--- src/rtl/vga_plot_arbiter.sv ---
// vga_plot_arbiter: shares the VGA adapter pixel write port among draw engines.
// Define ARB_ROUND_ROBIN_EN for round-robin selection; default is fixed priority.
`timescale 1ns/1ps
module vga_plot_arbiter #(
    parameter int NREQ    = 3,
    parameter int XW      = 8,
    parameter int YW      = 7,
    parameter int CW      = 3,
    parameter int TIMEOUT = 1024
) (
    input  logic               clock,
    input  logic               reset,
    input  logic [NREQ-1:0]    req,
    input  logic [NREQ-1:0]    done,
    input  logic [NREQ*XW-1:0] pix_x,
    input  logic [NREQ*YW-1:0] pix_y,
    input  logic [NREQ*CW-1:0] pix_col,
    input  logic [NREQ-1:0]    pix_valid,
    output logic [NREQ-1:0]    grant,
    output logic               busy,
    output logic [XW-1:0]      vga_x,
    output logic [YW-1:0]      vga_y,
    output logic [CW-1:0]      vga_colour,
    output logic               vga_plot,
    output logic               timeout_err
);

    localparam int IW   = (NREQ > 1) ? $clog2(NREQ) : 1;
    localparam int CNTW = $clog2(TIMEOUT);

    typedef enum logic [1:0] {
        IDLE,
        OWN,
        RELEASE
    } state_t;

    state_t          state;
    logic [IW-1:0]   owner;
    logic [IW-1:0]   win;
    logic [CNTW-1:0] idle_cnt;
    logic            own_valid;
    logic            own_done;
    logic            expired;

    assign own_valid = pix_valid[owner];
    assign own_done  = done[owner];
    assign expired   = (idle_cnt == CNTW'(TIMEOUT - 1));
    assign busy      = |grant;

`ifdef ARB_ROUND_ROBIN_EN
    logic [IW-1:0] rr_ptr;
    logic          hit;
    int            idx;

    // Cyclic search for the first request at or after rr_ptr
    always_comb begin
        win = '0;
        hit = 1'b0;
        idx = 0;
        for (int k = 0; k < NREQ; k++) begin
            idx = (int'(rr_ptr) + k) % NREQ;
            if (!hit && req[idx]) begin
                win = IW'(idx);
                hit = 1'b1;
            end
        end
    end
`else
    always_comb begin
        win = '0;
        for (int k = NREQ - 1; k >= 0; k--) begin
            if (req[k]) win = IW'(k);
        end
    end
`endif

    always_ff @(posedge clock) begin
        if (reset) begin
            state       <= IDLE;
            owner       <= '0;
            idle_cnt    <= '0;
            grant       <= '0;
            vga_x       <= '0;
            vga_y       <= '0;
            vga_colour  <= '0;
            vga_plot    <= 1'b0;
            timeout_err <= 1'b0;
`ifdef ARB_ROUND_ROBIN_EN
            rr_ptr      <= '0;
`endif
        end else begin
            vga_plot    <= 1'b0;
            timeout_err <= 1'b0;
            unique case (state)
                IDLE: begin
                    if (|req) begin
                        owner    <= win;
                        grant    <= NREQ'(1) << win;
                        idle_cnt <= '0;
                        state    <= OWN;
                    end
                end
                OWN: begin
                    vga_plot <= own_valid;
                    if (own_valid) begin
                        vga_x      <= pix_x[owner*XW +: XW];
                        vga_y      <= pix_y[owner*YW +: YW];
                        vga_colour <= pix_col[owner*CW +: CW];
                        idle_cnt   <= '0;
                    end else if (idle_cnt != '1) begin
                        idle_cnt <= idle_cnt + 1'b1;
                    end
                    // A silent owner is evicted exactly as if it had signalled done
                    if (own_done || expired) begin
                        grant       <= '0;
                        timeout_err <= !own_done;
                        state       <= RELEASE;
`ifdef ARB_ROUND_ROBIN_EN
                        if (owner == IW'(NREQ - 1)) rr_ptr <= '0;
                        else                        rr_ptr <= owner + 1'b1;
`endif
                    end
                end
                RELEASE: begin
                    state <= IDLE;
                end
                default: begin
                    state <= IDLE;
                end
            endcase
        end
    end

endmodule

--- config.mk ---
export PLATFORM = sky130hd
export DESIGN_NAME = vga_plot_arbiter
export DESIGN_NICKNAME = d
export VERILOG_FILES = /design/src/rtl/vga_plot_arbiter.sv
export SDC_FILE = /design/constraint.sdc
export NUM_CORES = 1
export LEC_CHECK = 0
export ABC_CLOCK_PERIOD_IN_PS = 3620
export BUFFER_PORTS_ARGS = -buffer_cell sky130_fd_sc_hd__buf_2
export CELL_PAD_IN_SITES_DETAIL_PLACEMENT = 0
export CELL_PAD_IN_SITES_GLOBAL_PLACEMENT = 1
export CORE_UTILIZATION = 30
export CTS_BUF_LIST = sky130_fd_sc_hd__clkbuf_2 sky130_fd_sc_hd__clkbuf_4 sky130_fd_sc_hd__clkbuf_8
export CTS_CLUSTER_SIZE = 25
export DETAILED_ROUTE_END_ITERATION = 6
export HOLD_SLACK_MARGIN = 0.02
export PLACE_DENSITY = 0.8
export SYNTH_ARGS = -nofsm -noshare
export SYNTH_HDL_FRONTEND = slang
export SYNTH_SLANG_ARGS = --single-unit
--- constraint.sdc ---
create_clock -name clock -period 3.62 [get_ports clock]
set_clock_uncertainty 0.1 [all_clocks]
set_input_delay 0.181 -clock clock [delete_from_list [all_inputs] [get_ports clock]]
set_output_delay 0.181 -clock clock [all_outputs]
set_load 0.05 [all_outputs]
Word level (Yosys, flattened, before mapping)
Cells that the tools add are included.
Widths: inputs -> output; s select.
{"block": "word_totals", "register_bits": 37, "latchBits": 0, "mem_bits_rw": 0, "mem_bits_ro": 0, "input_bits": 65, "word_cells": 55, "memories": 0}
{"block": "classes", "add_sub_neg": 1, "mul": 2, "div": 0, "magnitude_cmp": 1, "n_eq_ne": 6, "shifts": 4, "mux": 17, "bitwise": 2, "n_reduce_logical": 13}
{"op": "$mux 10", "count": 3}
{"op": "$shiftx 24x6->8", "count": 1}
{"op": "$shiftx 21x6->7", "count": 1}
{"op": "$pmux 10 s2", "count": 1}
{"op": "$add 10x1->10 const B", "count": 1}
{"op": "$eq 10x10->1 const B", "count": 1}
{"op": "$mux 2", "count": 5}
{"op": "$ne 10x10->1 const B", "count": 1}
{"op": "$reduce_or 3->1", "count": 3}
{"op": "$shiftx 9x5->3", "count": 1}
{"op": "$mux 3", "count": 2}
{"op": "$pmux 3 s2", "count": 1}
{"op": "$reduce_and 2->1", "count": 3}
{"op": "$reduce_and 3->1", "count": 2}
{"op": "$mul 2x3->5 const B", "count": 1}
{"op": "$bmux 1 s2", "count": 2}
{"op": "$mul 2x2->4 const B", "count": 1}
{"op": "$ne 2x2->1 const B", "count": 2}
{"op": "$pmux 2 s2", "count": 1}
{"op": "$lt 2x3->1 const B", "count": 1}
{"op": "$ne 3x3->1 const B", "count": 1}
{"op": "$shl 1x2->3 const A", "count": 1}
{"op": "$eq 2x1->1 const B", "count": 1}
{"op": "$logic_not 2->1", "count": 1}
{"op": "6 further kinds", "count": 8}

Longest topological paths before layout
{"block": "depth", "word_depth": 6, "depth_mapped": 6}

Worst setup path after synthesis
No wires, ideal clock.
{"block": "synth_path", "path_type": "flip-flop to flip-flop", "start": "register idle_cnt[0]", "end": "register idle_cnt[2]", "setup_ps": 72, "arrival_ps": 1622, "setup_slack_ps": 1827, "stages_incl_launch_ff": 6, "synth_period_minus_slack_ps": 1793, "path_cell_list": "dfxtp_1 > ha_1 > nand3_2 > or3_4 > o311ai_1 > mux2i_1"}
{"block": "synth_between", "elab_chain_len": 4, "elab_cells_between_ends": 7}
{"element": "start: declaration", "line_no": "40", "text": "logic [CNTW-1:0] idle_cnt;"}
{"element": "start signal: assignment", "line_no": "111", "text": "idle_cnt <= idle_cnt + 1'b1;"}
{"element": "$add 10x1->10", "line_no": "111"}
{"element": "$mux 10", "line_no": "110", "text": "end else if (idle_cnt != '1) begin"}
{"element": "$mux 10", "line_no": "105", "text": "if (own_valid) begin"}
{"element": "$pmux 10 s2", "line_no": "94", "text": "unique case (state)"}
Several ways; a longest one is shown, not always the timed one. The select of a mux whose other input is x is not followed.
A chain may end at the register's enable or synchronous reset.

Final worst setup path
{"block": "layout_path", "start": "register owner[1]", "end": "register vga_y[1]"}
{"block": "layout_between", "elab_chain_len": 3, "elab_cells_between_ends": 5}
{"element": "start: declaration", "line_no": "38", "text": "logic [IW-1:0] owner;"}
{"element": "start signal: assignment", "line_no": "97", "text": "owner <= win;"}
{"element": "parallel branches: the longest is 3 deep, another holds $mul 2x3->5"}
{"element": "end signal: assignment", "line_no": "107", "text": "vga_y <= pix_y[owner*YW +: YW];"}
{"element": "end: declaration", "line_no": "22", "text": "output logic [YW-1:0] vga_y,"}
Several ways; the timed one is not identified. The select of a mux whose other input is x is not followed.

==> results.cfg <==
[outcome]
status = complete, no violations

[synth]
ys.flop_type = dfxtp_1
yosysTopAreaCell = dfxtp_1
synthesis.area_mm2 = 0.00213
synthDistinctLibCells = 45
syn_avg_cell_area_um2 = 8.72
synth_area_leaders = dfxtp_1 35%, mux2i_1 11%, a21oi_1 9.9%
yosysSeqAreaShare = 0.348
ys_seq_elements = 37
synth_nets = 310
syn_inst = 244
synth-edff-count = 0
ys_warn_count = 0
yosysTopAreaCellShare = 0.348
async_flop_share = 0

[clock_tree]
clock-root-buffer = clkbuf_8
tritoncts = yes
clock-sinks = 37
cts_resized = 0
path_clk_slew_ns = 0.08
worstSkewPairLatency_ns = 0.29
clk_path_buf_depth = 2
cts_hold_buffers = 0
cts_inserted_buffers = 5
post_cts_buffers = 0
htreeDepth = 2

[die]
die-area_mm2 = 0.00743
io-pin-count = 89
die_height_um = 86.2
placementRows = 30
core-area_mm2 = 0.00683
start_util = 0.311
chipWidth_um = 86.2

[drt]
drc = 0
ant_nets = 0
avgRoutedWirePerCell_um = 13.4
first_pass_iters = 4
wl_um = 5670
vias = 2159
drtIter0Drc = 89
viasPerCell = 5.10

[placed_design]
dp_hpwl_um = 4160
place_congestion = 0.760
numPortBuffers = 88

[run]
timing.max_cap.violations = 0

[global_routing]
gr-total-overflow = 0
grt_max_degree = 32
antenna_found_initial = 0
grt_pass1_vias = 1949
grt_pass1_wl_um = 9050
track_usage = 0.153

[setup_path]
cp_cell_sequence = mux2_4, a21o_1, buf_4, and2_1, a211oi_1
worst-endpoint-arrival_ns = 2.51
crit_path_max_incr_delay_ns = 0.72
crit_path_max_fanout = 21
crit_path_start_kind = flip-flop
crit_slowest_cell = and2_1
worstSetupPathType = reg2reg
worstPathRequired_ns = 3.66
endpoint_kind = flip-flop

[layout]
fillers = 725
layout-drive-gt1-share = 0.367
seq_area_um2 = 741
synthToLayoutAreaGrowth_pct = 29.5
layout_commonest_cell = buf_2
multi_input_area_mm2 = 0.00127
mostFrequentLayoutCells = 88 x buf_2, 42 x a21oi_1, 37 x dfxtp_1, 23 x nor2_1, 23 x mux2i_1
layout.nets = 392
diodes = 0
utilization = 0.403

[sta]
fin_tns_setup_ns = 0
finalHoldViolCount = 0
slew_headroom = 0.440
period_minus_slack_ns = 2.48
maxSlewViolCount = 0
max_freq_mhz = 404
worst_pin_slew_ns = 0.840
setup_viol = 0
rsz0062_at_grt = no
period_share = 0.684

[worst_hold_path]
hp-class = in2reg

[power_and_ir_drop]
power_density_mw_per_mm2 = 430
max-vdd-ir-drop_mv = 0.158
p_leak_nw = 1.09
-- per-stage QoR --
stage	power (W)	area, µm²	hold slack (ns)	std cells	worst slack, ns
5_1_grt	0.00124	2760	0.115	423	0.965
6_report	0.00118	2760	0.118	423	1.14
2_1_floorplan	0.000723	2130	0.244	244	1.83
4_1_cts	0.00119	2760	0.109	423	1.13
3_3_place_gp	0.000813	2640	0.393	415	1.24
3_5_place_dp	0.000817	2640	0.404	415	1.17
-- cell families after synthesis --
family          synth area share
mux                        0.121
flops                      0.348
compound gates             0.332
simple gates               0.137
fa+ha+maj                0.00588
buf+inv                   0.0565
-- flip-flops by register name (all words and copies together), names as in the netlist --
name / count
state: 2
timeout_err: 1
vga_colour: 3
vga_plot: 1
vga_y: 7
vga_x: 8
idle_cnt: 10
grant: 3
owner: 2
-- cell usage after synthesis, drive strengths merged (2+ instances only) --
| library cell | count |
|---|---|
| nand3 | 5 |
| nand2b | 2 |
| nor2b | 2 |
| inv | 8 |
| mux2i | 23 |
| a41oi | 3 |
| nand2 | 11 |
| mux2 | 2 |
| a311oi | 5 |
| a211oi | 24 |
| a2111oi | 2 |
| dfxtp | 37 |
| buf | 11 |
| nor2 | 23 |
| a21oi | 43 |
| clkbuf | 7 |
| or3 | 3 |
| o21ai | 5 |
| and2 | 4 |
| nor3 | 3 |
| o211ai | 8 |
-- area by class of cell --
class / count / share of cell area
clock buffers: 6 / 0.0300
flip-flops and latches: 37 / 0.269
multi-input cells: 181 / 0.460
clock inverters: 2 / 0.0136
well taps: 96 / 0.0436
inverters: 8 / 0.0109
repair buffers: 93 / 0.173
-- worst max-delay path, delay by kind of cell, from the launching register on --
family                 cells  cell delay [ns]
DFF                        1             0.66
buffers and inverters      1             0.23
AOI/OAI and AO/OA          2             0.29
muxes                      1             0.30
and+or+nand+nor            1             0.72
-- layer usage --
| layer | routed length, µm | share of wire | GRT usage |
|---|---|---|---|
| met2 | 2500 | 0.44 | 0.238 |
| met4 | 110 | 0.019 | 0.0545 |
| met3 | 375 | 0.066 | 0.0371 |
| met1 | 2680 | 0.47 | 0.205 |
| met5 | 0 | 0 | 0 |
-- worst paths after layout --
kind | start | endpoint | slack [ns] | depth (start not counted)
worst max-delay path | owner[1]$_SDFFE_PP0P_ | vga_y[1]$_SDFFE_PP0P_ | 1.14 | 5
worst min register to register | grant[2]$_SDFFE_PP0P_ | grant[2]$_SDFFE_PP0P_ | 0.40 | 2
worst max register to register | owner[1]$_SDFFE_PP0P_ | vga_y[1]$_SDFFE_PP0P_ | 1.14 | 5
worst min-delay path | pix_y[11] | vga_y[4]$_SDFFE_PP0P_ | 0.12 | 3
-- where the power goes --
group	leakage (nW)	internal [W]	switching (W)
logic	0.735	0.000118	0.000230
clock network	0.0574	0.000224	0.000154
registers	0.302	0.000436	0.0000240
total	1.09	0.000777	0.000407
Power figures use the tool's default switching activity.
